$ cat src/rtl/sudoku_grid_validator.sv
// sudoku_grid_validator: sweeps all 27 Sudoku groups through a 1-cycle read port and reports consistency, completeness and the first violation
// Ports: clk, rst_n (async active-low); start (sampled in IDLE); rd_row/rd_col address out, rd_data one cycle later;
//        busy, done (sticky), err (sticky), err_kind/err_group/err_row/err_col of the first violation, complete (no empty cell seen).
module sudoku_grid_validator #(
  parameter bit ALLOW_EMPTY = 1'b1
) (
  input  logic       clk,
  input  logic       rst_n,
  input  logic       start,
  output logic [3:0] rd_row,
  output logic [3:0] rd_col,
  input  logic [3:0] rd_data,
  output logic       busy,
  output logic       done,
  output logic       err,
  output logic [1:0] err_kind,
  output logic [3:0] err_group,
  output logic [3:0] err_row,
  output logic [3:0] err_col,
  output logic       complete
);
  typedef enum logic {IDLE, SWEEP} state_t;
  state_t state, state_nx;
  logic iss, p_vld, last, dup, bad;
  logic [4:0] g, p_g;
  logic [3:0] i, p_i, p_row, p_col, a_row, a_col, bi, qb, qi;
  logic [8:0] mask, mask_in, bit_v;
  logic [1:0] p_type;
  // g-9 and g-18 fit in 4 bits, so the low nibble arithmetic wraps to the right index
  always_comb begin
    bi = g[3:0] - 4'd2;
    qb = (bi < 4'd3) ? 4'd0 : (bi < 4'd6) ? 4'd1 : 4'd2;
    qi = (i < 4'd3) ? 4'd0 : (i < 4'd6) ? 4'd1 : 4'd2;
    a_row = (g < 5'd9) ? g[3:0] : (g < 5'd18) ? i : 4'd3 * qb + qi;
    a_col = (g < 5'd9) ? i : (g < 5'd18) ? g[3:0] - 4'd9 : 4'd3 * (bi - 4'd3 * qb) + (i - 4'd3 * qi);
  end
  assign busy = (state == SWEEP);
  assign rd_row = (busy && iss) ? a_row : 4'd0;
  assign rd_col = (busy && iss) ? a_col : 4'd0;
  assign mask_in = (p_i == 4'd0) ? 9'd0 : mask;
  // 0 and values above 9 shift the one-hot out of range, giving an empty bit
  assign bit_v = 9'd1 << (rd_data - 4'd1);
  assign dup = |(mask_in & bit_v);
  assign bad = dup || (rd_data > 4'd9) || (!ALLOW_EMPTY && rd_data == 4'd0);
  assign p_type = (p_g < 5'd9) ? 2'd0 : (p_g < 5'd18) ? 2'd1 : 2'd2;
  assign last = p_vld && (p_g == 5'd26) && (p_i == 4'd8);
  always_comb state_nx = (state == IDLE) ? (start ? SWEEP : IDLE) : (last ? IDLE : SWEEP);
  always_ff @(posedge clk or negedge rst_n)
    if (!rst_n) state <= IDLE;
    else state <= state_nx;
  always_ff @(posedge clk or negedge rst_n) begin
    if (!rst_n) begin
      g <= 5'd0;
      i <= 4'd0;
      iss <= 1'b0;
      p_vld <= 1'b0;
      p_g <= 5'd0;
      p_i <= 4'd0;
      p_row <= 4'd0;
      p_col <= 4'd0;
      mask <= 9'd0;
      done <= 1'b0;
      err <= 1'b0;
      err_kind <= 2'd0;
      err_group <= 4'd0;
      err_row <= 4'd0;
      err_col <= 4'd0;
      complete <= 1'b0;
    end else if (state == IDLE && start) begin
      g <= 5'd0;
      i <= 4'd0;
      iss <= 1'b1;
      p_vld <= 1'b0;
      mask <= 9'd0;
      done <= 1'b0;
      err <= 1'b0;
      err_kind <= 2'd0;
      err_group <= 4'd0;
      err_row <= 4'd0;
      err_col <= 4'd0;
      complete <= 1'b1;
    end else if (busy) begin
      p_vld <= iss;
      if (iss) begin
        p_g <= g;
        p_i <= i;
        p_row <= a_row;
        p_col <= a_col;
        g <= (i == 4'd8) ? g + 5'd1 : g;
        i <= (i == 4'd8) ? 4'd0 : i + 4'd1;
        iss <= !(g == 5'd26 && i == 4'd8);
      end
      if (p_vld) begin
        mask <= mask_in | bit_v;
        if (rd_data == 4'd0) complete <= 1'b0;
        if (bad && !err) begin
          err <= 1'b1;
          err_kind <= dup ? p_type : 2'd3;
          err_group <= (p_type == 2'd0) ? p_g[3:0] : (p_type == 2'd1) ? p_g[3:0] - 4'd9 : p_g[3:0] - 4'd2;
          err_row <= p_row;
          err_col <= p_col;
        end
        if (last) done <= 1'b1;
      end
    end
  end
endmodule
$ cat config.mk
export PLATFORM = sky130hd
export DESIGN_NAME = sudoku_grid_validator
export DESIGN_NICKNAME = d
export VERILOG_FILES = /design/src/rtl/sudoku_grid_validator.sv
export SDC_FILE = /design/constraint.sdc
export NUM_CORES = 1
export LEC_CHECK = 0
export CAP_MARGIN = 25
export CORE_MARGIN = 3
export CORE_UTILIZATION = 40
export CTS_CLUSTER_SIZE = 10
export DETAILED_ROUTE_END_ITERATION = 16
export DONT_BUFFER_PORTS = 1
export PLACE_DENSITY = 0.64
export SETUP_SLACK_MARGIN = 0.2
export SLEW_MARGIN = 20
export SYNTH_ARGS = -nofsm -noshare
export SYNTH_HDL_FRONTEND = slang
export SYNTH_SLANG_ARGS = --single-unit
$ cat constraint.sdc
create_clock -name clk -period 8.14 [get_ports clk]
set_clock_uncertainty 0.15 [all_clocks]
set_input_delay 1.628 -clock clk [delete_from_list [all_inputs] [get_ports clk]]
set_output_delay 1.628 -clock clk [all_outputs]
set_load 0.02 [all_outputs]
==> results of run 1 <==
cells in the mapped netlist (5+ instances only):
| cell | n |
|---|---|
| fa_1 | 6 |
| xnor2_1 | 16 |
| inv_1 | 30 |
| a21oi_1 | 16 |
| nand2_1 | 55 |
| dfrtp_1 | 55 |
| o21ai_0 | 23 |
| a21o_1 | 10 |
| ha_1 | 23 |
| nand3_1 | 5 |
| clkbuf_1 | 9 |
| nor2_1 | 24 |
| mux2i_1 | 14 |
logic make-up (layout without fill, tap and decap cells):
group / Yosys count / after routing / share of synthesized area
other cells: 1 / 1 / 0.00106
xor+xnor: 17 / 17 / 0.0421
buf+inv: 53 / 41 / 0.0739
compound gates: 96 / 96 / 0.190
fa+ha+maj: 29 / 29 / 0.115
simple gates: 109 / 109 / 0.140
flops: 55 / 55 / 0.389
mux: 17 / 17 / 0.0491
through the flow:
step / util / setup WS (ns) / hold WS [ns] / cells / cell area [sq um]
floorplan: - / 1.37 / 0.293 / 377 / 3540
global placement: 0.419 / 1.05 / 0.311 / 460 / 3530
detailed placement: 0.419 / 0.871 / 0.317 / 460 / 3530
global route: 0.434 / 0.260 / 0.356 / 470 / 3650
finish: 0.434 / 0.665 / 0.332 / 470 / 3650
CTS: 0.431 / 0.502 / 0.339 / 468 / 3630
state kept, by name, indices dropped and copies added (netlist names), 2 cells and up:
signal     cells
mask           9
g              5
p_g            5
err_col        4
err_group      4
err_row        4
i              4
p_col          4
p_i            4
p_row          4
err_kind       2
what timing repair did:
| action | 4_1_cts | 5_1_grt |
|---|---|---|
| gates resized for setup | 0 | 1 |
| endpoints found under the hold margin | 0 | 0 |
| endpoints found under the setup margin | 0 | 1 |
| hold buffers | 0 | 0 |
how the worst min path moves through the flow:
stage                    startpoint                   end  slack (ns)  cells past startpoint
3_3_place_gp     p_i[1]$_DFFE_PN0P_    p_i[1]$_DFFE_PN0P_        0.31                      2
6_report         p_i[1]$_DFFE_PN0P_    p_i[1]$_DFFE_PN0P_        0.33                      2
4_1_cts          p_i[1]$_DFFE_PN0P_    p_i[1]$_DFFE_PN0P_        0.34                      2
3_5_place_dp     p_i[1]$_DFFE_PN0P_    p_i[1]$_DFFE_PN0P_        0.32                      2
2_1_floorplan    p_i[1]$_DFFE_PN0P_    p_i[1]$_DFFE_PN0P_        0.29                      2
5_1_grt        p_row[0]$_DFFE_PN0P_  p_row[0]$_DFFE_PN0P_        0.36                      1
critical path, cell delays in order (launching register included):
cell and delay, ns:
dfrtp_1 0.49, inv_1 0.19, ha_1 0.29, xnor2_1 0.29, o21ai_1 0.17, inv_2 0.12, o21a_1 0.18, ha_1 0.26
inv_1 0.14, fa_1 0.43, inv_1 0.08, ha_1 0.28, fa_1 0.55, inv_1 0.05, fa_1 0.48, fa_1 0.45
xnor2_1 0.19, xnor2_1 0.16, xnor2_1 0.17, xnor2_1 0.12, a21oi_2 0.28
routing by layer:
layer	global-route usage	vias up	part of all wire
met3	0.0347	6	0.061
met1	0.204	1208	0.47
met2	0.248	52	0.46
met4	0.0425	0	0.013
met5	0	-	0
li1	-	1263	-
cell type report:
cell class,count,area share
Tap cell,105,0.0360
Sequential cell,55,0.377
Clock inverter,1,0.00206
Multi-Input combinational cell,269,0.522
Timing Repair Buffer,2,0.00514
Clock buffer,7,0.0264
Inverter,31,0.0319
==> impl_metrics.py, run 1 <==
metrics = {
    "status": {
        "status": "finished clean",
    },
    "sta": {
        "setup_viol": 0,
        "post-route-period-util": 0.918,
        "fmax_mhz": 134,
        "hold_violations": 0,
        "relSlewSlack": 0.341,
        "slew_violations": 0,
        "period_needed_ns": 7.47,
        "worstMarginPinSlew_ns": 0.988,
        "rsz0062_at_grt": "no",
        "final.setup.tns_ns": 0,
    },
    "finish": {
        "multi_input_comb_area_sq_mm": 0.00191,
        "diodes": 0,
        "final_cell_mix": "nand2_1 (55), dfrtp_1 (55), inv_1 (30)",
        "layout.nets": 400,
        "synthToLayoutAreaGrowth_pct": 3.18,
        "fillers": 857,
        "seq_area_sq_mm": 0.00138,
        "drive_gt1_frac": 0.0740,
    },
    "grt": {
        "first_global_vias": 2486,
        "grt_pass1_wl_mm": 12.4,
        "gr-total-overflow": 0,
        "grt_max_degree": 56,
        "antenna_found_initial": 0,
        "grtUsageTotal": 0.153,
    },
    "critical_path": {
        "cp_max_fo": 8,
        "crit_start": "g[1]$_DFFE_PN0P_",
        "arrival_ns": 5.70,
        "rrSetupSlack_ns": 2.56,
        "path_class": "reg -> out",
        "required_ns": 6.36,
        "timing.rr.end": "p_col[3]$_DFFE_PN0P_",
        "r2r_cells": 20,
        "endpoint_kind": "output pin",
        "cp-start-kind": "flip-flop",
        "crit_end": "rd_col[3]",
        "r2r-start": "g[1]$_DFFE_PN0P_",
    },
    "floorplan": {
        "fp.dieH_um": 100,
        "die_w_um": 100,
        "fp-row-count": 33,
        "dieArea_sq_mm": 0.0100,
        "fp.coreArea_sq_mm": 0.00842,
        "initial_core_util": 0.420,
        "ios": 33,
    },
    "placed_design": {
        "place_hpwl_mm": 5.48,
        "io_buffer_count": 0,
        "gp_congestion": 0.893,
    },
    "job": {
        "cap_violations": 0,
    },
    "clocking": {
        "clkTransAtPathRegs_ns": 0.09,
        "cts-root-buf": "clkbuf_8",
        "clk_latency_ns": 0.30,
        "cts_tree": "done",
        "cts_buffer_depth": 2,
        "ctsHtreeMaxLevel": 2,
        "post_cts_buffers": 0,
        "cts.sinks": 55,
        "cts_buffers": 5,
    },
    "yosys": {
        "synth_area_sq_mm": 0.00354,
        "synth.area.top_cells": "dfrtp_1 (39%), ha_1 (8.1%), nand2_1 (5.8%), mux2i_1 (4.0%), xnor2_1 (4.0%)",
        "ys_async_sr_fraction": 1.00,
        "synth.avg_cell_area_sq_um": 9.39,
        "ys_seq_area_frac": 0.389,
        "synth_ff_type": "dfrtp_1",
        "synth_seq_cells": 55,
        "synth_top_cell_by_area": "dfrtp_1",
        "synth_cell_types": 64,
        "yosys.area.top_type_share": 0.389,
        "syn_inst": 377,
        "yosysWarnings": 0,
        "synth_edf_count": 0,
        "syn_nets": 413,
    },
    "detailed_routing": {
        "drc": 0,
        "final_antenna_net_count": 0,
        "drtIter0Drc": 121,
        "drt_pass1_iterations": 4,
        "vias": 2529,
        "avgRoutedWirePerCell_um": 15.5,
        "routed_wl_mm": 7.30,
        "vias_per_cell": 5.38,
    },
    "min_path": {
        "hold_class": "reg -> reg",
    },
}
Power of run 1 is left out: the tool's default activity adds up to more than one toggle a clock period on the data nets, which glitch-free logic cannot reach.
==> inputs of run 2 (changes only) <==
--- a/config.mk
+++ b/config.mk
@@ -15,3 +15,2 @@
 export SETUP_SLACK_MARGIN = 0.2
-export SLEW_MARGIN = 20
 export SYNTH_ARGS = -nofsm -noshare
==> constraint.sdc (replaced) <==
create_clock -name clk -period 8.14 [get_ports clk]
set_clock_uncertainty 0.15 [all_clocks]
set_input_delay 2.442 -clock clk [delete_from_list [all_inputs] [get_ports clk]]
set_output_delay 2.442 -clock clk [all_outputs]
set_load 0.02 [all_outputs]
==> run 2 against run 1 <==
Hold slack improved by 0.0045 ns. Routed wire length increased by 0.99%. Fmax down 2.2%. Count of clock-buffer cells in the layout fell by 1. First-iteration DRC count fell by 13%. Sequential share of layout area is 0.53 points lower. Die area unchanged. Cell count up 0.64%. Setup slack worse by 0.17 ns. Critical path depth unchanged.
==> impl_metrics.py, run 2 (same netlist as run 1, synthesis figures left out) <==
metrics = {
    "placed_design": {
        "io_buffer_count": 0,
        "gp_congestion": 0.868,
        "place_hpwl_mm": 5.49,
    },
    "finish": {
        "largest_reg_flops": 9,
        "drive_gt1_frac": 0.106,
        "synthToLayoutAreaGrowth_pct": 4.67,
        "regMostFlops": "mask",
        "layout.nets": 403,
        "fillers": 808,
        "diodes": 0,
        "largestRegisters": "mask: 9 flops, g: 5 flops, p_g: 5 flops",
        "final_cell_mix": "nand2_1 (55), dfrtp_1 (55), inv_1 (27)",
    },
    "grt": {
        "first_global_vias": 2511,
        "gr-total-overflow": 0,
        "grt_max_degree": 56,
        "antenna_found_initial": 0,
        "grt_pass1_wl_mm": 12.6,
        "grtUsageTotal": 0.155,
    },
    "clocking": {
        "cts_tree": "done",
        "hold_buffers": 0,
        "cts-root-buf": "clkbuf_8",
        "cts_buffers": 5,
        "ctsHtreeMaxLevel": 2,
        "cts_buffer_depth": 2,
        "cts.sinks": 55,
        "clkTransAtPathRegs_ns": 0.10,
        "clk_latency_ns": 0.30,
    },
    "floorplan": {
        "ios": 33,
        "initial_core_util": 0.420,
        "fp.dieH_um": 100,
        "fp.coreArea_sq_mm": 0.00842,
        "dieArea_sq_mm": 0.0100,
        "fp-row-count": 33,
        "die_w_um": 100,
    },
    "detailed_routing": {
        "drtIter0Drc": 105,
        "drt_pass1_iterations": 4,
        "routed_wl_mm": 7.38,
        "avgRoutedWirePerCell_um": 15.6,
        "vias_per_cell": 5.43,
        "final_antenna_net_count": 0,
        "vias": 2569,
        "drc": 0,
    },
    "job": {
        "cap_violations": 0,
    },
    "sta": {
        "period_needed_ns": 7.64,
        "worstMarginPinSlew_ns": 1.09,
        "hold_violations": 0,
        "rsz0062_at_grt": "no",
        "slew_violations": 0,
        "relSlewSlack": 0.271,
        "final.setup.tns_ns": 0,
        "post-route-period-util": 0.939,
        "fmax_mhz": 131,
        "setup_viol": 0,
    },
    "critical_path": {
        "r2r-start": "g[2]$_DFFE_PN0P_",
        "arrival_ns": 5.05,
        "endpoint_kind": "output pin",
        "path_class": "reg -> out",
        "crit_start": "g[2]$_DFFE_PN0P_",
        "required_ns": 5.55,
        "cp-start-kind": "flip-flop",
        "cp_max_fo": 5,
    },
    "min_path": {
        "hp-start": "p_i[1]$_DFFE_PN0P_",
        "hold_class": "reg -> reg",
    },
    "status": {
        "status": "finished clean",
    },
}
-- run 2: changes by cell type in the layout (fill, tap and decap cells not counted), moves of 2 or more --
cell      change
xnor2_2       +2
ha_1          -2
inv_1         -3
clkbuf_8      -2
inv_2         +2
ha_4          +2
xnor2_1       -2
buf_4         +5
-- run 2: final cells by class --
class	instances	area, sq um	area share
clock buffer	6	72.6	0.0196
sequential	55	1380	0.371
timing repair buffer	5	37.5	0.0101
clock inverter	2	12.5	0.00338
tap	105	131	0.0355
inverter	31	119	0.0321
multi-input combinational	269	1960	0.528
-- run 2: routing by layer --
metal	global-route usage	part of all wire	up-vias
li1	-	-	1266
met1	0.215	0.49	1235
met2	0.244	0.45	58
met3	0.0375	0.053	10
met4	0.0446	0.014	0
met5	0	0	-
-- run 2: final timing paths --
| path | end | slack [ns] | depth (start not counted) |
|---|---|---|---|
| setup / recovery | rd_col[3] | 0.50 | 20 |
| hold / removal | p_i[1]$_DFFE_PN0P_ | 0.34 | 2 |
| setup reg to reg | p_col[2]$_DFFE_PN0P_ | 3.25 | 17 |
| hold reg to reg | p_i[1]$_DFFE_PN0P_ | 0.34 | 2 |
| max in group asynchronous | err_col[1]$_DFFE_PN0P_ | 6.06 | 0 |
| min in group asynchronous | err_kind[0]$_DFFE_PN0P_ | 1.67 | 0 |
-- run 2: repair_timing --
item / in CTS / in global routing
buffers inserted: 1 / 0
setup endpoints to repair: 1 / 2
gates resized for setup: 5 / 7
gates cloned: 0 / 0
pin swaps: 0 / 2
-- run 2: critical path, stage by stage, from the launching register on --
cell	delay (ns)
dfrtp_1	0.40
inv_2	0.12
ha_1	0.27
o21ai_2	0.16
inv_2	0.08
o21a_4	0.13
ha_1	0.30
inv_2	0.06
fa_1	0.50
inv_1	0.08
ha_4	0.23
fa_1	0.53
inv_1	0.05
fa_1	0.48
fa_2	0.42
xnor2_2	0.14
xnor2_1	0.14
xnor2_1	0.22
xnor2_1	0.16
a21oi_1	0.10
buf_4	0.18
-- run 2: per-stage QoR --
step                area [sq um]  hold slack, ns  setup slack [ns]   util  instances
floorplan                   3540           0.293             0.551      -        377
global placement            3560           0.310             0.468  0.422        464
detailed placement          3560           0.317             0.364  0.422        464
CTS                         3670           0.339             0.212  0.436        473
global route                3700           0.359             0.203  0.440        473
finish                      3700           0.336             0.500  0.440        473
Power of run 2 is left out for the same reason.
